$ cat src/rtl/program_loader_if.sv
// rtl/program_loader_if.sv - byte stream in, RAM write port and CPU release out
interface program_loader_if #(
  parameter int ADDR_WIDTH = 16
);
  logic                  start;
  logic                  bypass;
  logic                  in_valid;
  logic [7:0]            in_data;
  logic                  in_ready;
  logic                  ram_we;
  logic [ADDR_WIDTH-1:0] ram_addr;
  logic [7:0]            ram_wdata;
  logic                  cpu_hold;
  logic                  done;
  logic                  error;

  modport master (
    output start, bypass, in_valid, in_data,
    input  in_ready, ram_we, ram_addr, ram_wdata, cpu_hold, done, error
  );

  modport slave (
    input  start, bypass, in_valid, in_data,
    output in_ready, ram_we, ram_addr, ram_wdata, cpu_hold, done, error
  );
endinterface

$ cat src/rtl/program_loader.sv
// rtl/program_loader.sv - loads a length-prefixed byte stream into RAM at ORIGIN, then releases the CPU
module program_loader #(
  parameter int                    ADDR_WIDTH = 16,
  parameter logic [ADDR_WIDTH-1:0] ORIGIN     = 16'h0000
) (
  input  logic              clk,
  input  logic              reset,
  program_loader_if.slave   bus
);
  typedef enum logic [2:0] {
    S_IDLE, S_LEN_LO, S_LEN_HI, S_DATA, S_FLUSH, S_DONE, S_ERROR
  } state_t;

  // Wide enough that ORIGIN + any 16-bit length cannot wrap.
  localparam int SUM_W = ((ADDR_WIDTH > 16) ? ADDR_WIDTH : 16) + 1;
  localparam logic [SUM_W-1:0] ADDR_SPAN = SUM_W'(1) << ADDR_WIDTH;

  state_t                state;
  logic [7:0]            len_lo;
  logic [15:0]           remaining;
  logic [ADDR_WIDTH-1:0] next_addr;

  logic                  accept;
  logic [15:0]           len_full;
  logic [SUM_W-1:0]      end_addr;
  logic                  overflow;

  assign accept   = bus.in_valid && bus.in_ready;
  assign len_full = {bus.in_data, len_lo};
  assign end_addr = SUM_W'(ORIGIN) + SUM_W'(len_full);
  assign overflow = end_addr > ADDR_SPAN;

  always_ff @(posedge clk or posedge reset) begin
    if (reset) begin
      state         <= S_IDLE;
      len_lo        <= 8'h00;
      remaining     <= 16'h0000;
      next_addr     <= ORIGIN;
      bus.in_ready  <= 1'b0;
      bus.ram_we    <= 1'b0;
      bus.ram_addr  <= ORIGIN;
      bus.ram_wdata <= 8'h00;
      bus.cpu_hold  <= 1'b1;
      bus.done      <= 1'b0;
      bus.error     <= 1'b0;
    end else begin
      bus.ram_we <= 1'b0;
      case (state)
        S_IDLE: begin
          if (bus.start) begin
            state        <= S_LEN_LO;
            bus.in_ready <= 1'b1;
          end else if (bus.bypass) begin
            state        <= S_DONE;
            bus.done     <= 1'b1;
            bus.cpu_hold <= 1'b0;
          end
        end
        S_LEN_LO: begin
          if (accept) begin
            len_lo <= bus.in_data;
            state  <= S_LEN_HI;
          end
        end
        S_LEN_HI: begin
          if (accept) begin
            remaining <= len_full;
            next_addr <= ORIGIN;
            if (overflow) begin
              state        <= S_ERROR;
              bus.in_ready <= 1'b0;
              bus.error    <= 1'b1;
            end else if (len_full == 16'h0000) begin
              state        <= S_DONE;
              bus.in_ready <= 1'b0;
              bus.done     <= 1'b1;
              bus.cpu_hold <= 1'b0;
            end else begin
              state <= S_DATA;
            end
          end
        end
        S_DATA: begin
          if (accept) begin
            bus.ram_we    <= 1'b1;
            bus.ram_addr  <= next_addr;
            bus.ram_wdata <= bus.in_data;
            next_addr     <= next_addr + 1'b1;
            remaining     <= remaining - 16'd1;
            if (remaining == 16'd1) begin
              state        <= S_FLUSH;
              bus.in_ready <= 1'b0;
            end
          end
        end
        // The final strobe is on the bus during this cycle.
        S_FLUSH: begin
          state        <= S_DONE;
          bus.done     <= 1'b1;
          bus.cpu_hold <= 1'b0;
        end
        S_DONE: begin
          if (bus.start) begin
            state        <= S_LEN_LO;
            bus.in_ready <= 1'b1;
            bus.done     <= 1'b0;
            bus.cpu_hold <= 1'b1;
          end
        end
        S_ERROR: begin
          state <= S_ERROR;
        end
        default: begin
          state        <= S_IDLE;
          bus.in_ready <= 1'b0;
          bus.done     <= 1'b0;
          bus.cpu_hold <= 1'b1;
          bus.error    <= 1'b0;
        end
      endcase
    end
  end
endmodule

$ cat src/flat_wrapper.sv
// flat-port wrapper written by rule: the top's interface ports become plain ports
module program_loader_flat 
#(
  parameter int                    ADDR_WIDTH = 16,
  parameter logic [ADDR_WIDTH-1:0] ORIGIN     = 16'h0000
)
  (clk, reset, bus_start, bus_bypass, bus_in_valid, bus_in_data, bus_in_ready, bus_ram_we, bus_ram_addr, bus_ram_wdata, bus_cpu_hold, bus_done, bus_error);
  program_loader_if #(.ADDR_WIDTH(ADDR_WIDTH)) bus_i ();
  input  logic clk;
  input  logic reset;
  input wire logic [$bits(bus_i.start)-1:0] bus_start;
  input wire logic [$bits(bus_i.bypass)-1:0] bus_bypass;
  input wire logic [$bits(bus_i.in_valid)-1:0] bus_in_valid;
  input wire logic [$bits(bus_i.in_data)-1:0] bus_in_data;
  output wire logic [$bits(bus_i.in_ready)-1:0] bus_in_ready;
  output wire logic [$bits(bus_i.ram_we)-1:0] bus_ram_we;
  output wire logic [$bits(bus_i.ram_addr)-1:0] bus_ram_addr;
  output wire logic [$bits(bus_i.ram_wdata)-1:0] bus_ram_wdata;
  output wire logic [$bits(bus_i.cpu_hold)-1:0] bus_cpu_hold;
  output wire logic [$bits(bus_i.done)-1:0] bus_done;
  output wire logic [$bits(bus_i.error)-1:0] bus_error;
  assign bus_i.start = bus_start;
  assign bus_i.bypass = bus_bypass;
  assign bus_i.in_valid = bus_in_valid;
  assign bus_i.in_data = bus_in_data;
  assign bus_in_ready = bus_i.in_ready;
  assign bus_ram_we = bus_i.ram_we;
  assign bus_ram_addr = bus_i.ram_addr;
  assign bus_ram_wdata = bus_i.ram_wdata;
  assign bus_cpu_hold = bus_i.cpu_hold;
  assign bus_done = bus_i.done;
  assign bus_error = bus_i.error;
  program_loader #(.ADDR_WIDTH(ADDR_WIDTH), .ORIGIN(ORIGIN)) u_core (.clk(clk), .reset(reset), .bus(bus_i));
endmodule
$ cat config.mk
export PLATFORM = sky130hd
export DESIGN_NAME = program_loader_flat
export DESIGN_NICKNAME = d
export VERILOG_FILES = /design/src/rtl/program_loader_if.sv /design/src/rtl/program_loader.sv /design/src/flat_wrapper.sv
export SDC_FILE = /design/constraint.sdc
export NUM_CORES = 1
export LEC_CHECK = 0
export ABC_CLOCK_PERIOD_IN_PS = 2400
export CORE_MARGIN = 2
export CORE_UTILIZATION = 50
export CTS_CLUSTER_DIAMETER = 60
export DETAILED_ROUTE_END_ITERATION = 6
export GPL_TIMING_DRIVEN = 1
export PLACE_DENSITY = 0.76
export RECOVER_POWER = 25
export SYNTH_ARGS = -nofsm -noshare
export SYNTH_HDL_FRONTEND = slang
export SYNTH_SLANG_ARGS = --single-unit
$ cat constraint.sdc
create_clock -name clk -period 2.4 [get_ports clk]
set_input_delay 0.72 -clock clk [delete_from_list [all_inputs] [get_ports clk]]
set_output_delay 0.72 -clock clk [all_outputs]
set_load 0.02 [all_outputs]
==> results of run 1 <==
==> sequential cells by signal, summed over array words and instances, names as in the netlist <==
register,flops
u_core.bus.cpu_hold,1
u_core.next_addr,16
u_core.remaining,16
u_core.bus.ram_addr,16
u_core.bus.done,1
u_core.bus.error,1
u_core.bus.in_ready,1
u_core.len_lo,8
u_core.state,3
u_core.bus.ram_wdata,8
u_core.bus.ram_we,1
==> critical path: stages <==
cell,delay (ns)
clkdlybuf4s50_1,0.48
buf_4,0.12
nand2_1,0.10
o41ai_1,0.37
o211ai_1,0.25
o41ai_1,0.43
==> synthesized netlist by cell type, drive strengths merged (3+ instances only) <==
master / n / share of area
o21ai: 32 / 0.046
and4: 3 / 0.0075
a31oi: 4 / 0.0072
nand3: 9 / 0.013
inv: 12 / 0.013
a21oi: 19 / 0.028
nand4: 3 / 0.0054
and3: 3 / 0.0054
o31ai: 3 / 0.0064
nor4: 5 / 0.0090
o211ai: 5 / 0.011
or4: 3 / 0.0086
buf: 5 / 0.0064
nor3: 9 / 0.013
mux2: 31 / 0.10
o41ai: 3 / 0.0075
clkbuf: 14 / 0.015
nor2: 23 / 0.025
or3: 9 / 0.016
a22oi: 5 / 0.011
ha: 3 / 0.011
or2: 5 / 0.0090
o22a: 3 / 0.0075
nand2: 32 / 0.034
xnor2: 3 / 0.0075
dfrtp: 71 / 0.51
==> metrics by stage <==
stage          total power, mW  cell area, µm²  setup WS (ns)  TNS, ns  hold slack [ns]
2_1_floorplan            2.473            3498         0.3325        0           0.4642
3_3_place_gp             2.946            4209       -0.04892  -0.2399           0.4599
3_5_place_dp             2.981            4209        -0.1201  -0.9361           0.4832
4_1_cts                  4.175            4451         0.1910        0           0.5053
5_1_grt                  4.374            4418         0.1369        0           0.5233
6_report                 4.167            4418         0.1552        0           0.4987
==> worst max path at each step <==
stage | endpoint | slack, ns | cells past startpoint
2_1_floorplan | u_core.remaining[10] | 0.33 | 6
3_3_place_gp | u_core.bus.in_ready | -0.05 | 6
3_5_place_dp | u_core.bus.in_ready | -0.12 | 6
4_1_cts | bus_cpu_hold | 0.19 | 1
5_1_grt | u_core.state[1] | 0.14 | 3
6_report | u_core.bus.in_ready | 0.16 | 6
==> kinds of logic (layout without fill, tap and decap cells) <==
| family | Yosys count | in the layout |
|---|---|---|
| AOI/OAI and AO/OA | 89 | 89 |
| xor gates and xnor gates | 3 | 3 |
| adders and majority gates | 3 | 3 |
| buffers and inverters | 31 | 97 |
| DFF | 72 | 72 |
| muxes | 33 | 33 |
| and+or+nand+nor | 112 | 112 |
==> routing by layer <==
metal	share of wire	routed length (µm)	GRT usage	vias up
li1	-	-	-	1380
met1	0.44	3654	0.3127	1453
met2	0.49	4078	0.3760	94
met3	0.049	406	0.03959	14
met4	0.020	170	0.09371	0
met5	0	0	0	-
==> final cells by class <==
| type | instances | area share |
|---|---|---|
| Inverter | 12 | 0.01048 |
| Timing Repair Buffer | 70 | 0.1439 |
| Clock inverter | 5 | 0.02351 |
| Clock buffer | 10 | 0.03115 |
| Multi-Input combinational cell | 240 | 0.3557 |
| Tap cell | 96 | 0.02719 |
| Sequential cell | 72 | 0.4081 |
==> power groups by stage <==
stage	Combinational, mW	Clock, mW	Sequential [mW]
floorplan	0.678	0	1.79
global placement	1.17	0	1.78
detailed placement	1.20	0	1.79
CTS	1.22	1.19	1.77
global route	1.31	1.25	1.81
finish	1.21	1.18	1.78
==> flow_metrics.py, run 1 <==
metrics = {
    "run_status": {
        "status": "completed",
    },
    "power_and_ir_drop": {
        "peakVddDrop_uv": 670.4,
        "seqPwrFrac": 0.427,
        "p_leak_nw": 1.893,
        "internal_power_mw": 2.778,
        "power_switching_mw": 1.390,
        "pwr-share-clk": 0.282,
        "p_per_area_nw_per_um2": 943.3,
        "sw_frac_of_total": 0.3335,
        "p_comb_frac": 0.291,
    },
    "yosys": {
        "synth_top_family_by_area": "simple AND/OR/NAND/NOR gates",
        "ys_warn_count": 0,
        "syn_area_um2": 3495,
        "synth_xor_area_frac": 0.007519,
        "synth_cell_type_count": 52,
        "ys_seq_area_frac": 0.5159,
        "async_flop_share": 1.000,
        "synth_seq_cells": 72,
        "synth_edf_count": 0,
        "synth_area_per_cell_um2": 10.19,
        "synthCells": 343,
        "synth_adder_area_share": 0.01074,
        "synth.area.mux_share": 0.1056,
        "syn-num-nets": 359,
        "synth_compound_area_frac": 0.1615,
        "synth-simple-area-share": 0.1643,
        "ys.flop_type": "dfrtp_1",
    },
    "placed_design": {
        "dp.cells": 490,
        "dp_hpwl_mm": 5.830,
        "io_buffers": 41,
        "gp_congestion": 0.9005,
    },
    "layout": {
        "seq_area_um2": 1803,
        "area_growth_pct": 26.42,
        "final_common_cell": "dfrtp_1",
        "antenna-diode-count": 0,
        "layout_common_cells": "dfrtp_1 (71), clkdlybuf4s50_1 (40), nand2_1 (32)",
        "finalNetCount": 421,
        "layout-drive-gt1-share": 0.2078,
        "final_util": 0.6503,
        "stdcell_count": 505,
        "multi_input_area_um2": 1572,
        "num-fill-cells": 547,
    },
    "clocking": {
        "post_cts_resized": 0,
        "clkSinkCount": 72,
        "insertion_delay_ns": 0.34,
        "clk_pin_slew_ns": 0.08,
        "cts_inserted_buffers": 9,
        "cts_hold_buf": 0,
        "cts_buffer_depth": 2,
        "cts-root-buf": "clkbuf_8",
        "cts_setup_buffers": 0,
        "cts_max_level": 3,
        "cts_tree": "done",
    },
    "drt": {
        "final_antenna_net_count": 0,
        "wl_per_cell_um": 16.45,
        "post_drt_via_cell_ratio": 5.824,
        "drt_iter0_drc": 193,
        "drtPass1Iterations": 4,
        "vias": 2941,
        "wl_mm": 8.309,
        "drcViolationCount": 0,
    },
    "critical_path": {
        "cp-end-kind": "flip-flop",
        "start_kind": "input port",
        "path_max_fanout": 5,
        "cp.required_ns": 2.62,
        "critPathLaunch": "bus_in_valid",
        "r2r_end": "u_core.remaining[10]",
        "worstPathArrival_ns": 2.47,
        "worstReg2RegStart": "u_core.remaining[4]",
        "r2r_cells": 5,
        "r2r_setup_slack_ns": 0.22,
        "critPathKind": "input port to flip-flop",
    },
    "global_route": {
        "grt_max_degree": 40,
        "grt_first_pass_wirelength_mm": 13.72,
        "grt_pass1_vias": 2847,
        "antenna_found_initial": 0,
        "gr-total-overflow": 0,
        "track_usage": 0.2322,
    },
    "sta": {
        "slew_headroom": 0.3606,
        "tightest_slew_ns": 0.9590,
        "setup_viol": 0,
        "finalCriticalPeriod_ns": 2.245,
        "finalHoldViolCount": 0,
        "fin_crit_sh": 0.9353,
        "skew_ns": 0.007491,
        "rsz0062_at_grt": "no",
        "slew_viol_final": 0,
        "fmax_mhz": 445.5,
    },
    "die": {
        "rows": 30,
        "initial_core_util": 0.5144,
        "die_h_um": 87.60,
        "dieArea_um2": 7674,
        "die_w_um": 87.60,
        "ioPinCount": 42,
        "coreArea_um2": 6794,
    },
    "hold_path": {
        "hold_start": "u_core.bus.ram_addr[7]",
        "min_to": "u_core.bus.ram_addr[7]",
        "hp-class": "flip-flop to flip-flop",
        "holdPathStages": 2,
    },
    "run": {
        "max_cap_viol_count": 0,
    },
}
Power figures use the tool's default switching activity.
==> inputs of run 2 (changes only) <==
--- a/config.mk
+++ b/config.mk
@@ -7,11 +7,10 @@
 export LEC_CHECK = 0
 export ABC_CLOCK_PERIOD_IN_PS = 2400
 export CORE_MARGIN = 2
-export CORE_UTILIZATION = 50
+export CORE_UTILIZATION = 40
 export CTS_CLUSTER_DIAMETER = 60
 export DETAILED_ROUTE_END_ITERATION = 6
 export GPL_TIMING_DRIVEN = 1
-export PLACE_DENSITY = 0.76
 export RECOVER_POWER = 25
 export SYNTH_ARGS = -nofsm -noshare
 export SYNTH_HDL_FRONTEND = slang
==> flow_metrics.py, run 2 (synthesis results as in run 1) <==
metrics = {
    "layout": {
        "layout_common_cells": "dfrtp_1 (71), clkdlybuf4s50_1 (40), nand2_1 (32)",
        "finalNetCount": 419,
        "antenna-diode-count": 0,
        "area_growth_pct": 26.67,
        "final_common_cell": "dfrtp_1",
        "seq_area_um2": 1803,
        "largestRegisters": "u_core.bus.ram_addr x16, u_core.next_addr x16, u_core.remaining x16",
        "multi_input_area_um2": 1572,
        "final_area_um2": 4427,
        "layout-drive-gt1-share": 0.2034,
        "num-fill-cells": 783,
    },
    "drt": {
        "wl_mm": 7.992,
        "final_antenna_net_count": 0,
        "drt_iter0_drc": 157,
        "drcViolationCount": 0,
        "post_drt_via_cell_ratio": 5.568,
        "drtPass1Iterations": 4,
        "vias": 2873,
        "wl_per_cell_um": 15.49,
    },
    "clocking": {
        "cts_max_level": 3,
        "cts_inserted_buffers": 9,
        "cts_buffer_depth": 2,
        "post_cts_resized": 0,
        "clk_pin_slew_ns": 0.08,
        "cts-root-buf": "clkbuf_8",
        "cts_tree": "done",
        "cts_setup_buffers": 0,
        "insertion_delay_ns": 0.34,
        "clkSinkCount": 72,
        "cts_hold_buf": 0,
    },
    "sta": {
        "finalCriticalPeriod_ns": 2.207,
        "tns_ns": 0,
        "tightest_slew_ns": 0.8662,
        "finalHoldViolCount": 0,
        "fin_crit_sh": 0.9197,
        "slew_headroom": 0.4225,
        "slew_viol_final": 0,
        "skew_ns": 0.008966,
        "fmax_mhz": 453.1,
        "setup_viol": 0,
        "rsz0062_at_grt": "no",
    },
    "power_and_ir_drop": {
        "sw_frac_of_total": 0.3287,
        "seqPwrFrac": 0.430,
        "p_comb_frac": 0.288,
        "power_switching_mw": 1.361,
        "p_per_area_nw_per_um2": 935.4,
        "peakVddDrop_uv": 528.9,
        "internal_power_mw": 2.780,
        "p_leak_nw": 1.889,
        "pwr-share-clk": 0.282,
        "total_power_mw": 4.141,
    },
    "placed_design": {
        "dp_hpwl_mm": 5.669,
        "place_area_um2": 4197,
        "io_buffers": 41,
        "gp_congestion": 0.8782,
    },
    "hold_path": {
        "hold_start": "u_core.bus.ram_addr[14]",
        "min_to": "u_core.bus.ram_addr[14]",
        "hp-class": "flip-flop to flip-flop",
        "holdPathStages": 2,
    },
    "global_route": {
        "grt_first_pass_wirelength_mm": 13.68,
        "grt_max_degree": 64,
        "grt_pass1_vias": 2838,
        "met1_usage": 0.2455,
        "track_usage": 0.1776,
        "top_usage_layer": "met2",
        "grtUsageMet2": 0.2737,
        "met3_usage": 0.03525,
        "antenna_found_initial": 0,
        "gr-total-overflow": 0,
    },
    "critical_path": {
        "path_delay_family": "buffers and inverters",
        "start_kind": "flip-flop",
        "critPathKind": "flip-flop to output port",
        "crit_path_top_delay_cell": "clkdlybuf4s50_1",
        "r2r_end": "u_core.remaining[10]",
        "worstPathArrival_ns": 1.49,
        "r2r_setup_slack_ns": 0.23,
        "crit_buf_inv": 1,
        "cp.required_ns": 1.68,
        "cp_cell_sequence": "clkdlybuf4s50_1",
        "cp-end-kind": "output port",
        "r2r_cells": 5,
        "slowest_delay_ns": 0.60,
        "path_max_fanout": 3,
        "worstReg2RegStart": "u_core.remaining[4]",
    },
    "run_status": {
        "status": "completed",
    },
    "die": {
        "rows": 34,
        "initial_core_util": 0.4067,
        "coreArea_um2": 8593,
        "die_h_um": 97.47,
        "dieArea_um2": 9500,
        "die_w_um": 97.47,
        "ioPinCount": 42,
    },
    "run": {
        "max_cap_viol_count": 0,
    },
}
==> run 2: final cells by class <==
class,count,area share
multi-input cells,240,0.3550
flip-flops and latches,72,0.4073
clock inverters,5,0.02346
inverters,12,0.01046
clock buffers,11,0.03194
well taps,108,0.03053
repair buffers,68,0.1413
==> run 2: how the worst max path moves through the flow <==
stage                      endpoint  depth (start not counted)                 from
2_1_floorplan  u_core.remaining[10]                          6  u_core.remaining[4]
3_3_place_gp    u_core.bus.in_ready                          6       bus_in_data[3]
3_5_place_dp        u_core.state[0]                          7         bus_in_valid
4_1_cts                bus_cpu_hold                          1  u_core.bus.cpu_hold
5_1_grt        u_core.remaining[11]                          3                reset
6_report               bus_cpu_hold                          1  u_core.bus.cpu_hold
==> run 2: metal layers <==
| metal | vias up | part of all wire |
|---|---|---|
| met5 | - | 0 |
| met4 | 0 | 0.019 |
| met3 | 14 | 0.050 |
| met2 | 73 | 0.46 |
| met1 | 1408 | 0.47 |
| li1 | 1378 | - |
==> run 2: power groups by stage <==
stage,logic [mW],registers [mW],clock network (mW)
after global placement,1.17,1.79,0
after detailed placement,1.20,1.79,0
after CTS,1.21,1.77,1.20
final,1.19,1.78,1.17
after floorplan,0.678,1.79,0
after global routing,1.31,1.82,1.24
==> run 2: through the flow <==
stage / hold slack [ns] / setup slack (ns) / std cells / util
2_1_floorplan: 0.4642 / 0.3325 / 343 / -
3_3_place_gp: 0.4646 / -0.06759 / 500 / 0.4884
3_5_place_dp: 0.4699 / -0.09938 / 500 / 0.4884
4_1_cts: 0.4864 / 0.1716 / 516 / 0.5169
5_1_grt: 0.5198 / 0.08805 / 516 / 0.5151
6_report: 0.4888 / 0.1928 / 516 / 0.5151
